$ cat src/rtl/dmem_bus_bridge.sv
// dmem_bus_bridge: turns the MEM-stage single-cycle data-memory port into a
// req / addr_ok / data_ok split-handshake bus. The bridge stalls the pipeline
// while a transaction is outstanding. It steers store data onto byte lanes,
// generates byte strobes and sign/zero-extends load results.
module dmem_bus_bridge (
  input  logic        clk,
  input  logic        rst,
  input  logic        memwriteM,
  input  logic        memtoregM,
  input  logic        excM,
  input  logic [31:0] aluoutM,
  input  logic [31:0] writedataM,
  input  logic [2:0]  mem_opM,
  output logic [31:0] readdataM,
  output logic        stallM,
  output logic        data_req,
  output logic        data_wr,
  output logic [1:0]  data_size,
  output logic [31:0] data_addr,
  output logic [3:0]  data_wstrb,
  output logic [31:0] data_wdata,
  input  logic        data_addr_ok,
  input  logic        data_data_ok,
  input  logic [31:0] data_rdata
);

  typedef enum logic [1:0] {IDLE, REQ, WAIT, DONE} state_t;

  state_t      state_q;
  logic        req_q;
  logic        wr_q;
  logic [1:0]  size_q;
  logic [31:0] addr_q;
  logic [3:0]  wstrb_q;
  logic [31:0] wdata_q;
  logic [2:0]  op_q;
  // Load result is extracted as the bus word arrives and stored here.
  // It holds until the next read completes.
  logic [31:0] rdata_q;

  logic        access;
  logic [1:0]  size_d;
  logic [3:0]  wstrb_d;
  logic [31:0] wdata_d;
  logic [31:0] load_d;
  logic [7:0]  byte_sel;
  logic [15:0] half_sel;

  // A store wins when both store and load are asserted.
  assign access = (memwriteM | memtoregM) & ~excM;

  // Size, lane strobes and lane-replicated data for the access now presented.
  always_comb begin
    // NOTE: every always_comb output gets a default first so no path can infer a latch.
    size_d  = 2'd2;
    wstrb_d = 4'b1111;
    wdata_d = writedataM;
    case (mem_opM)
      3'b001, 3'b010: begin
        size_d  = 2'd0;
        wstrb_d = 4'b0001 << aluoutM[1:0];
        wdata_d = {4{writedataM[7:0]}};
      end
      3'b011, 3'b100: begin
        size_d  = 2'd1;
        wstrb_d = 4'b0011 << aluoutM[1:0];
        wdata_d = {2{writedataM[15:0]}};
      end
      default: ;
    endcase
    if (!memwriteM) wstrb_d = 4'b0000;
  end

  // Pick the addressed byte/half out of the returned word and extend it.
  // A misaligned half uses only the upper offset bit.
  always_comb begin
    byte_sel = data_rdata[{addr_q[1:0], 3'b000} +: 8];
    half_sel = data_rdata[{addr_q[1], 4'b0000} +: 16];
    case (op_q)
      3'b001:  load_d = {{24{byte_sel[7]}}, byte_sel};
      3'b010:  load_d = {24'b0, byte_sel};
      3'b011:  load_d = {{16{half_sel[15]}}, half_sel};
      3'b100:  load_d = {16'b0, half_sel};
      default: load_d = data_rdata;
    endcase
  end

  // Transaction FSM with registered bus outputs and load result.
  always_ff @(posedge clk or posedge rst) begin
    if (rst) begin
      state_q <= IDLE;
      req_q   <= 1'b0;
      wr_q    <= 1'b0;
      size_q  <= 2'd0;
      addr_q  <= 32'b0;
      wstrb_q <= 4'b0;
      wdata_q <= 32'b0;
      op_q    <= 3'b0;
      rdata_q <= 32'b0;
    end else begin
      // NOTE: state registers use non-blocking assignments so every branch sees pre-edge values.
      case (state_q)
        IDLE: begin
          if (access) begin
            state_q <= REQ;
            req_q   <= 1'b1;
            wr_q    <= memwriteM;
            size_q  <= size_d;
            addr_q  <= aluoutM;
            wstrb_q <= wstrb_d;
            wdata_q <= wdata_d;
            op_q    <= mem_opM;
          end
        end
        REQ: begin
          if (data_addr_ok) begin
            req_q <= 1'b0;
            if (data_data_ok) begin
              state_q <= DONE;
              if (!wr_q) rdata_q <= load_d;
            end else begin
              state_q <= WAIT;
            end
          end
        end
        WAIT: begin
          if (data_data_ok) begin
            state_q <= DONE;
            if (!wr_q) rdata_q <= load_d;
          end
        end
        DONE:    state_q <= IDLE;
        default: state_q <= IDLE;
      endcase
    end
  end

  assign stallM     = ((state_q == IDLE) & access) | (state_q == REQ) | (state_q == WAIT);
  assign data_req   = req_q;
  assign data_wr    = wr_q;
  assign data_size  = size_q;
  assign data_addr  = addr_q;
  assign data_wstrb = wstrb_q;
  assign data_wdata = wdata_q;
  assign readdataM  = rdata_q;

endmodule

$ cat config.mk
export PLATFORM = sky130hd
export DESIGN_NAME = dmem_bus_bridge
export DESIGN_NICKNAME = d
export VERILOG_FILES = /design/src/rtl/dmem_bus_bridge.sv
export SDC_FILE = /design/constraint.sdc
export NUM_CORES = 1
export LEC_CHECK = 0
export CORE_UTILIZATION = 24
export DETAILED_ROUTE_END_ITERATION = 12
export PLACE_DENSITY_LB_ADDON = 0.3
export SLEW_MARGIN = 20
export SYNTH_ARGS = -nofsm -noshare
export SYNTH_HDL_FRONTEND = slang
export SYNTH_SLANG_ARGS = --single-unit
export TNS_END_PERCENT = 5
$ cat constraint.sdc
create_clock -name clk -period 4.87 [get_ports clk]
set_input_delay 1.461 -clock clk [delete_from_list [all_inputs] [get_ports clk]]
set_output_delay 1.461 -clock clk [all_outputs]
set_load 0.03 [all_outputs]
# After elaboration in Yosys (flattened, before gate mapping)
# Index checks and enable logic that the tools add are counted.
classes:
  n_eq_ne: 14
  n_shift: 4
  muxes: 17
  bitwise_logic: 6
  n_reduce_logical: 9
op_table:
  columns: ["op", "count"]
  rows:
  - ["$pmux 32 s2", 2]
  - ["$pmux 32 s4", 1]
  - ["$mux 32", 3]
  - ["$shiftx 32x6->16", 1]
  - ["$shiftx 32x6->8", 1]
  - ["$eq 3x2->1 const B", 4]
  - ["$pmux 2 s4", 1]
  - ["$pmux 4 s2", 1]
  - ["$eq 3x1->1 const B", 2]
  - ["$eq 3x3->1 const B", 2]
  - ["$mux 2", 3]
  - ["$ne 2x2->1 const B", 3]
  - ["$reduce_and 3->1", 2]
  - ["$eq 2x2->1 const B", 2]
  - ["$mux 4", 1]
  - ["$pmux 2 s2", 1]
  - ["$reduce_and 2->1", 2]
  - ["$reduce_bool 2->1", 2]
  - ["$reduce_or 2->1", 2]
  - ["$shl 1x2->4 const A", 1]
  - ["$shl 2x2->4 const A", 1]
  - ["$mux 1", 3]
  - ["$or 1x1->1", 3]
  - ["$and 1x1->1", 2]
  - ["4 further kinds", 4]
word_totals:
  regBits: 109
  output_inout_bits: 105
  word_cells: 59

# Logic depth before layout (Yosys ltp)
logic_depth:
  ltp_word: 6
  depth_mapped: 9
  mapped_depth_nobuf: 7

# Worst setup path after synthesis
# OpenSTA, ideal clock, no wires.
synth_timing:
  path_type: "input to output"
  from: "input excM"
  to: "output stallM"
  t_arrival_ns: 2.406
  required_ns: 3.409
  slack_ns: 1.003
  path_stages: 4
  path_buffers: 1
  cell_sequence: "o21bai_1 > nor2_1 > clkbuf_1 > or3_1"
synth_via:
  elab_chain_cells: 5
synth_lines:
  columns: ["item", "line_no", "source"]
  rows:
  - ["start: declaration", "10", "input logic excM,"]
  - ["$not 1->1", "50", "assign access = (memwriteM | memtoregM) & ~excM;"]
  - ["$and 1x1->1", "50", null]
  - ["$and 1x1->1", "138", "assign stallM = ((state_q == IDLE) & access) | (state_q == REQ) | (state_q == WAIT);"]
  - ["$or 1x1->1 (2 in a row)", "138", null]
  - ["end: declaration", "15", "output logic stallM,"]
# No other way between the ends.

# Worst setup path in the final report
layout_timing:
  from: "input memwriteM"
  to: "output stallM"
layout_via:
  elab_chain_cells: 5
layout_lines:
  columns: ["item", "line_no", "source"]
  rows:
  - ["start: declaration", "8", "input logic memwriteM,"]
  - ["$or 1x1->1", "50", null]
  - ["$and 1x1->1", "50", null]
  - ["$and 1x1->1", "138", null]
  - ["$or 1x1->1 (2 in a row)", "138", null]
# No other way between the ends.

==> reports/qor.csv <==
stage;metric;value;unit
cts;cts_resized;0;
timing;rsz0062_at_grt;false;
placement;io_buffer_count;210;
cts;cts_tree;yes;
worst_setup_path;critical_path_class;in -> out;
drt;vias;4997;
floorplanning;die_w;153.7;um
drt;drcViolationCount;0;
cts;cts-root-buf;clkbuf_16;
worst_setup_path;end_kind;output pin;
cts;cts.sinks;109;
power;p_clk_share;14.2;%
synthesis;synth_area_per_cell;9.028;um^2
floorplanning;die_h;153.7;um
layout;drive_above_1_share;7.054;%
layout;fill_cells;2337;
power;p_per_area;671.4;mW/mm^2
timing;drv_slew;0;
timing;fin_crit;4.349;ns
drt;vias_per_cell;4.572;
power;pwr-share-seq;29.7;%
global_route;grt_start_max_net_pins;89;
floorplanning;die_area;0.02363;mm^2
power;p_comb_share;56.2;%
cts;cts-htree-levels;3;
timing;fin_ws;0.5212;ns
power;power_leakage;3.539;nW
synthesis;yosysSeqAreaShare;49.37;%
placement;pre_cts_slack;0.4786;ns
synthesis;netlist.area_leader.share;49.37;%
synthesis;synth_top_area_cell;dfrtp_1;
timing;finalCritPeriodShare;89.30;%
synthesis;ys_ff_latch;109;
timing;tightest_slew;0.9661;ns
timing;slew-limit-headroom;35.28;%
layout;stdcell_area;0.008212;mm^2
drt;ant_nets;0;
placement;place_area;0.007904;mm^2
floorplanning;ios;211;
worst_setup_path;arrival;2.89;ns
global_route;grt_antenna_before_repair;0;
layout;multiInputGateArea;0.002570;mm^2
worst_setup_path;start_kind;input port;
layout;postLayoutCoreUtil;36.27;%
timing;fin_tns_setup;0;ns
worst_setup_path;rrSetupSlack;2.64;ns
synthesis;synth-edff-count;0;
cts;clkTransAtPathRegs;0.07;ns
cts;clk_path_buf_depth;2;
placement;dp.final_hpwl;12410;um
synthesis;ys.warnings.count;0;
cts;clk_latency;0.36;ns
drt;firstDrtPassIters;4;
global_route;grt_pass1_wl;28350;um
synthesis;syn_inst;612;
power;internal_power;0.003010;W
global_route;grt_overflow;0;
floorplanning;core_area;0.02264;mm^2
synthesis;ys_types;49;
layout;antenna_cells;0;
hold_path;hold_class;reg -> reg;
timing;max_freq;230.0;MHz
flow_run;max-cap-violations;0;
floorplanning;num_rows;55;
power;power;0.005514;W
timing;finalHoldViolations;0;
layout;synthToLayoutAreaGrowth;48.62;%
power;swShare;45.41;%
synthesis;syn-cell-area;0.005525;mm^2
drt;wl_per_cell;16.25;um
layout;fin_nets;913;
synthesis;synthFlopType;dfrtp_1;
worst_setup_path;cp.required;3.41;ns
timing;finClkSkew;0.01011;ns
synthesis;synthArstFlopShare;100.0;%
cts;cts_made_buffers;9;
drt;drtIter0Drc;209;
power;p_switching;0.002504;W
layout;regArea;0.002728;mm^2
outcome;status;finished, final reports clean;
global_route;grt.total_usage;15.44;%
synthesis;synthTopCellsByArea;dfrtp_1 (49%), nand2_1 (13%), mux2i_1 (6.0%), o21ai_0 (3.9%), a21oi_1 (3.4%);
cts;cts_setup_buffers;0;
timing;setup_viol;0;
synthesis;synthesis.nets;722;
global_route;grt_pass1_vias;4906;
floorplanning;start_util;24.40;%
drt;wl;17760;um
cts;holdBufCountCts;0;
placement;place_congestion;0.7948;
power;peakVddDrop;0.2505;mV
worst_setup_path;critPathMaxFanout;3;
[synth_stat cells (2+ instances only)]
cell type    n
nor2b_1     13
ha_1         4
nor2_1      28
o21a_1       7
nand2b_1     4
buf_4        5
a221oi_1     8
a21o_1       2
a31oi_1      4
a211oi_1    18
dfrtp_1    109
nor3_1       3
inv_1       12
a22o_1       3
clkbuf_1    17
xnor2_1      4
nand2_1    185
o21ai_0     43
or3_1        2
nor2_4       2
a21oi_1     38
nor4_1       2
mux2i_1     33
o22ai_1      7
o31ai_1      3
buf_2       17
mux2_2      16
buf_6        2
[cell usage in the layout (no fill, tap or decap), types with 3 or more instances in the layout]
master and instances:
a211oi_1 18, a21oi_1 38, a221oi_1 8, a22o_1 3, a31oi_1 4, buf_4 12
clkbuf_16 9, clkdlybuf4s50_1 209, dfrtp_1 109, ha_1 4, inv_1 11, mux2_2 16
mux2i_1 33, nand2_1 185, nand2b_1 4, nor2_1 27, nor2_4 3, nor2b_1 13
o21a_1 7, o21ai_0 43, o22ai_1 7, o31ai_1 3
[logic make-up (layout without fill, tap and decap cells)]
logic type	after synthesis	after routing	synth area share, %
AND/OR/NAND/NOR	247	247	18.61
AO/OA/AOI/OAI	143	143	15.99
flip-flops	109	109	49.37
buffers and inverters	54	250	4.665
multiplexers	50	50	9.647
adder cells (fa/ha/maj)	5	5	1.087
XOR/XNOR	4	4	0.6340
[layer usage]
metal	routed length [um]	up-vias	GRT usage, %	part of all wire [%]
met4	371	0	5.476	2.1
met2	8202	147	24.18	46
met5	0	-	0	0
li1	-	2464	-	-
met3	995	23	3.579	5.6
met1	8190	2363	20.77	46
[cell type report]
type | count | area share [%]
Clock buffer | 10 | 2.910
Clock inverter | 6 | 0.8380
Inverter | 12 | 0.5790
Multi-Input combinational cell | 449 | 31.30
Sequential cell | 109 | 33.22
Tap cell | 285 | 4.343
Timing Repair Buffer | 222 | 26.82
[path summary, 6_finish.rpt]
kind,from,end,cells after the start
worst min register to register,data_wdata[1],data_wdata[1],2
worst min-delay path,data_wdata[1],data_wdata[1],2
min in group asynchronous,rst,data_addr[7],2
max in group asynchronous,rst,data_addr[11],3
worst max-delay path,memwriteM,stallM,5
worst max register to register,state_q[1],readdataM[19],6
[critical path, stage by stage]
cell             delay (ns)
clkdlybuf4s50_1        0.45
o21bai_1               0.44
nor2_4                 0.04
or3_1                  0.31
buf_4                  0.18
[power groups by stage]
stage	sequential, W	combinational (W)	clock, W
floorplan	0.00238	0.00114	0
global placement	0.00165	0.00310	0
detailed placement	0.00165	0.00313	0
CTS	0.00164	0.00314	0.000814
global route	0.00171	0.00335	0.000849
finish	0.00164	0.00310	0.000780
[state kept, by name, summed over array words and instances, names as in the netlist]
register    count
op_q            3
data_wdata     32
state_q         2
data_size       2
data_wstrb      4
data_addr      32
readdataM      32
data_req        1
data_wr         1
[per-stage QoR]
| stage | cells | hold slack [ns] |
|---|---|---|
| after floorplan | 612 | 0.5847 |
| after global placement | 1077 | 0.4561 |
| after detailed placement | 1077 | 0.4628 |
| after CTS | 1093 | 0.4812 |
| after global routing | 1093 | 0.4986 |
| final | 1093 | 0.4744 |
Power figures use the tool's default switching activity.
